### src/rtl/conv_pkg.sv
// Shared definitions for the 1-D convolution stage: FSM state encoding and
// default geometry (address width, filter taps, stride) used by all blocks.
package conv_pkg;

    localparam int ADDR_W_DEF   = 5;
    localparam int FILT_LEN_DEF = 4;
    localparam int STRIDE_DEF   = 1;

    typedef enum logic [2:0] {
        S_IDLE,
        S_LOAD,
        S_MAC,
        S_FLUSH,
        S_DONE,
        S_WAIT_WR,
        S_ADVANCE,
        S_FIN
    } state_t;

endpackage

### src/rtl/tap_counter.sv
// Tap index counter for one convolution window.
// Ports: clk, rst (async, active-high), clr, inc -> k, term (k == FILT_LEN-1).
module tap_counter
    import conv_pkg::*;
#(
    parameter int ADDR_W   = ADDR_W_DEF,
    parameter int FILT_LEN = FILT_LEN_DEF
) (
    input  logic              clk,
    input  logic              rst,
    input  logic              clr,
    input  logic              inc,
    output logic [ADDR_W-1:0] k,
    output logic              term
);

    always_ff @(posedge clk or posedge rst) begin
        if (rst) begin
            k <= '0;
        end else if (clr) begin
            k <= '0;
        end else if (inc) begin
            k <= k + 1'b1;
        end
    end

    assign term = (k == ADDR_W'(FILT_LEN - 1));

endmodule

### src/rtl/conv_window_controller.sv
// Slides a FILT_LEN-tap window across one ifmap row, issuing MAC addresses
// per window and handshaking each result with the output write controller.
// Ports: clk, rst, start, ifmap_len, ifmap_ready, write_done ->
//        ifmap_addr, filt_addr, mac_en, acc_clr, conv_done, win_idx,
//        busy, row_done.
module conv_window_controller
    import conv_pkg::*;
#(
    parameter int ADDR_W   = ADDR_W_DEF,
    parameter int FILT_LEN = FILT_LEN_DEF,
    parameter int STRIDE   = STRIDE_DEF
) (
    input  logic              clk,
    input  logic              rst,
    input  logic              start,
    input  logic [ADDR_W-1:0] ifmap_len,
    input  logic              ifmap_ready,
    input  logic              write_done,
    output logic [ADDR_W-1:0] ifmap_addr,
    output logic [ADDR_W-1:0] filt_addr,
    output logic              mac_en,
    output logic              acc_clr,
    output logic              conv_done,
    output logic [ADDR_W-1:0] win_idx,
    output logic              busy,
    output logic              row_done
);

    // One extra bit so the end-of-row compare cannot wrap.
    localparam logic [ADDR_W:0] FILT_W   = (ADDR_W + 1)'(FILT_LEN);
    localparam logic [ADDR_W:0] STRIDE_W = (ADDR_W + 1)'(STRIDE);

    state_t            state;
    logic [ADDR_W-1:0] base;
    logic [ADDR_W-1:0] len;
    logic [ADDR_W-1:0] k;
    logic [ADDR_W-1:0] k_inc;
    logic [ADDR_W:0]   nxt;
    logic              term;

    tap_counter #(
        .ADDR_W  (ADDR_W),
        .FILT_LEN(FILT_LEN)
    ) u_tap (
        .clk (clk),
        .rst (rst),
        .clr (state == S_LOAD),
        .inc (state == S_MAC),
        .k   (k),
        .term(term)
    );

    assign k_inc   = k + 1'b1;
    assign nxt     = {1'b0, base} + STRIDE_W;
    assign win_idx = base;

    // Outputs are registered from the state being entered, so they
    // track the current state exactly (Moore) without decode glitches.
    always_ff @(posedge clk or posedge rst) begin
        if (rst) begin
            state      <= S_IDLE;
            base       <= '0;
            len        <= '0;
            ifmap_addr <= '0;
            filt_addr  <= '0;
            mac_en     <= 1'b0;
            acc_clr    <= 1'b0;
            conv_done  <= 1'b0;
            busy       <= 1'b0;
            row_done   <= 1'b0;
        end else begin
            ifmap_addr <= '0;
            filt_addr  <= '0;
            mac_en     <= 1'b0;
            acc_clr    <= 1'b0;
            conv_done  <= 1'b0;
            row_done   <= 1'b0;
            case (state)
                S_IDLE: begin
                    if (start) begin
                        len  <= ifmap_len;
                        base <= '0;
                        busy <= 1'b1;
                        if ({1'b0, ifmap_len} < FILT_W) begin
                            state    <= S_FIN;
                            row_done <= 1'b1;
                        end else begin
                            state   <= S_LOAD;
                            acc_clr <= 1'b1;
                        end
                    end
                end
                S_LOAD: begin
                    if (ifmap_ready) begin
                        state      <= S_MAC;
                        mac_en     <= 1'b1;
                        ifmap_addr <= base;
                    end else begin
                        acc_clr <= 1'b1;
                    end
                end
                S_MAC: begin
                    if (term) begin
                        state <= S_FLUSH;
                    end else begin
                        mac_en     <= 1'b1;
                        ifmap_addr <= base + k_inc;
                        filt_addr  <= k_inc;
                    end
                end
                S_FLUSH: begin
                    state     <= S_DONE;
                    conv_done <= 1'b1;
                end
                S_DONE: begin
                    state <= S_WAIT_WR;
                end
                S_WAIT_WR: begin
                    if (write_done) begin
                        state <= S_ADVANCE;
                    end
                end
                S_ADVANCE: begin
                    if (nxt + FILT_W > {1'b0, len}) begin
                        state    <= S_FIN;
                        row_done <= 1'b1;
                    end else begin
                        base    <= nxt[ADDR_W-1:0];
                        state   <= S_LOAD;
                        acc_clr <= 1'b1;
                    end
                end
                S_FIN: begin
                    state <= S_IDLE;
                    busy  <= 1'b0;
                end
                default: begin
                    state <= S_IDLE;
                    busy  <= 1'b0;
                end
            endcase
        end
    end

endmodule

### config.mk
export PLATFORM = sky130hd
export DESIGN_NAME = conv_window_controller
export DESIGN_NICKNAME = d
export VERILOG_FILES = /design/src/rtl/conv_pkg.sv /design/src/rtl/tap_counter.sv /design/src/rtl/conv_window_controller.sv
export SDC_FILE = /design/constraint.sdc
export NUM_CORES = 1
export LEC_CHECK = 0
export CAP_MARGIN = 20
export CORE_UTILIZATION = 50
export CTS_CLUSTER_SIZE = 25
export DETAILED_ROUTE_END_ITERATION = 6
export DONT_BUFFER_PORTS = 1
export PLACE_DENSITY_LB_ADDON = 0.12
export SLEW_MARGIN = 10
export SYNTH_ARGS = -nofsm -noshare
export SYNTH_HDL_FRONTEND = slang
export SYNTH_SLANG_ARGS = --single-unit
### constraint.sdc
create_clock -name clk -period 3.5 [get_ports clk]
set_input_delay 0.35 -clock clk [delete_from_list [all_inputs] [get_ports clk]]
set_output_delay 0.35 -clock clk [all_outputs]
set_load 0.01 [all_outputs]
==> impl_metrics.json <==
{
  "status": "finished, final reports clean",
  "hp-class": "in -> async",
  "worstSetupEndpointType": "flop",
  "vias_per_cell": 5.75,
  "fin_crit_sh": 0.865,
  "final_util": 0.577,
  "fill_cells": 299,
  "core_area_um2": 3440,
  "synth_area_leader_cell": "dfrtp_1",
  "syn2layout_area_growth_pct": 6.72,
  "numCtsBuffers": 5,
  "gp_congestion": 0.835,
  "gr-usage-all-layers": 0.212,
  "setup_violations": 0,
  "synth_edf_count": 0,
  "vias": 1362,
  "cpPeakStageDelay_ns": 0.56,
  "grt_pass1_vias": 1379,
  "clkTransAtPathRegs_ns": 0.07,
  "core.rowCount": 21,
  "synth-seq-cells": 33,
  "rsz0062_at_grt": "false",
  "leakagePower_uw": 0.000992,
  "clk_latency_ns": 0.28,
  "r2r_cells": 11,
  "grt_max_degree": 34,
  "synth_top_family_by_area": "compound AO/OA/AOI/OAI gates",
  "period_needed_ns": 3.03,
  "port_buffers": 0,
  "synthCells": 189,
  "synth.top_cell.area_share": 0.444,
  "synth_adder_area_share": 0.0914,
  "peakVddDrop_mv": 0.399,
  "synthMuxAreaShare": 0.0161,
  "place_ws_ns": 0.526,
  "path_cells": "ha_1 -> xor2_1 -> ha_1 -> xor2_1 -> xnor2_1 -> ha_1 -> and3_1 -> o21ai_0 -> a32o_2 -> nand2_1 -> a311o_1",
  "wl_per_cell_um": 15.5,
  "ys_warn_count": 0,
  "r2r_start": "win_idx[1]",
  "synthTopCellsByArea": "dfrtp_1, ha_1, nand2_1",
  "drive_above_1_share": 0.120,
  "p_total_uw": 1590,
  "tns_ns": 0,
  "die_x_um": 63.0,
  "synth_ff_type": "dfrtp_1",
  "overflow": 0,
  "cts_resized": 0,
  "drv_slew": 0,
  "cts_root_buffer": "clkbuf_8",
  "max_freq_ghz": 0.330,
  "critPathCapture": "state[2]",
  "fin_skew_ns": 0.00858,
  "fp.dieH_um": 63.0,
  "postLayoutSetupSlackWorst_ns": 0.474,
  "yosysSeqAreaShare": 0.444,
  "slew_headroom": 0.622,
  "synth.distinct_cells": 43,
  "path_max_fanout": 8,
  "start_util": 0.541,
  "synth_area_um2": 1860,
  "worst_pin_slew_ns": 0.563,
  "yosys.area_share.simple": 0.172,
  "cts_setup_buffers": 0,
  "drv_cap": 0,
  "dr.pass1.iters": 4,
  "tritoncts": "built",
  "layout.nets": 213,
  "critPathKind": "reg -> reg",
  "reg2reg_to": "state[2]",
  "htreeDepth": 2,
  "cts_hold_buf": 0,
  "crit_slowest_cell": "dfrtp_1",
  "ant_nets": 0,
  "synth_nets": 212,
  "hold_viol": 0,
  "cpMostUsedCell": "ha_1",
  "clockBufferDepth": 2,
  "crit_start": "win_idx[1]",
  "power.density_nw_per_um2": 798,
  "antenna_found_initial": 0,
  "drc": 0,
  "cts_sinks": 33,
  "post-dp-hpwl_mm": 2.71,
  "syn_area_per_cell_um2": 9.85,
  "async_flop_share": 1.00,
  "drt-initial-drc-count": 63,
  "crit_path_start_kind": "flop",
  "dieArea_um2": 3970,
  "num_antenna_cells": 0,
  "grt_pass1_wl_mm": 6.47,
  "regToRegSetupSlack_ns": 0.47,
  "yosys.area_share.xor_xnor": 0.0511,
  "io_pins": 30,
  "critical_path_arrival_ns": 3.19,
  "synth_compound_area_frac": 0.177,
  "crit_required_ns": 3.66,
  "wl_mm": 3.66
}
## per-stage QoR
stage,cells,hold slack [ns],area (µm²)
2_1_floorplan,189,0.450,1860
3_3_place_gp,229,0.349,1890
3_5_place_dp,229,0.359,1890
4_1_cts,237,0.0558,1990
5_1_grt,237,0.0893,1990
6_report,237,0.0424,1990
## metal layers
metal,vias to the layer above,GRT usage,share of wire
li1,663,-,-
met1,649,0.265,0.44
met2,42,0.343,0.49
met3,8,0.0529,0.046
met4,0,0.0988,0.025
met5,-,0,0
## critical path, delay by kind of cell (launching register included)
family	cells	cell delay (ns)
adder cells (fa/ha/maj)	3	0.83
AO/OA/AOI/OAI	3	0.67
XOR/XNOR	3	0.57
flip-flops	1	0.56
AND/OR/NAND/NOR	2	0.26
## area by class of cell
type | instances | area [µm²] | area share
tap | 46 | 57.6 | 0.0290
sequential | 33 | 826 | 0.416
clock buffer | 7 | 96.3 | 0.0485
inverter | 11 | 41.3 | 0.0208
clock inverter | 1 | 5.00 | 0.00252
timing repair buffer | 2 | 15.0 | 0.00756
multi-input combinational | 137 | 946 | 0.476
## layout by cell type, fill, tap and decap left out, types with 2 or more instances in the layout
| cell type | count |
|---|---|
| o21bai_1 | 2 |
| a21oi_1 | 9 |
| a22o_1 | 5 |
| and2_1 | 3 |
| a21o_1 | 5 |
| dfrtp_1 | 33 |
| ha_1 | 12 |
| o21ai_0 | 16 |
| nand2_1 | 25 |
| and3_1 | 3 |
| a31o_1 | 2 |
| mux2i_1 | 3 |
| nor2_1 | 6 |
| nor3_1 | 7 |
| xnor2_1 | 4 |
| xor2_1 | 5 |
| buf_4 | 2 |
| nor2b_1 | 2 |
| nand2b_1 | 3 |
| inv_1 | 10 |
| nand3_1 | 5 |
| o22ai_1 | 2 |
| clkbuf_8 | 7 |
## sequential cells by signal, indices dropped and copies added (netlist names)
name,flops
filt_addr,5
ifmap_addr,5
len,5
u_tap.k,5
win_idx,5
state,3
acc_clr,1
busy,1
conv_done,1
mac_en,1
row_done,1
## worst min path at each step
| stage | startpoint | endpoint | slack, ns |
|---|---|---|---|
| after floorplan | len[0] | len[0] | 0.45 |
| after global placement | rst | u_tap.k[0] | 0.35 |
| after detailed placement | rst | u_tap.k[3] | 0.36 |
| after CTS | rst | win_idx[0] | 0.06 |
| after global routing | rst | u_tap.k[0] | 0.09 |
| final | rst | u_tap.k[3] | 0.04 |
## power by group
group	switching, µW	total (µW)	internal, µW
Clock	133	310	178
Sequential	170	659	489
Combinational	351	617	266
Total	654	1590	932
## synth_stat cells, types with 4 or more instances
cell / instances
dfrtp_1: 33
nand2_1: 25
o21ai_0: 16
ha_1: 12
inv_1: 10
a21oi_1: 9
nor3_1: 7
nor2_1: 6
a21o_1: 5
a22o_1: 5
nand3_1: 5
xor2_1: 5
xnor2_1: 4
## cell families after synthesis
family                     after synthesis
muxes                                    3
buffers and inverters                   19
AOI/OAI and AO/OA                       49
xor gates and xnor gates                10
DFF                                     33
adders and majority gates               13
and+or+nand+nor                         62
No activity file was read; power rests on OpenSTA's default activity.
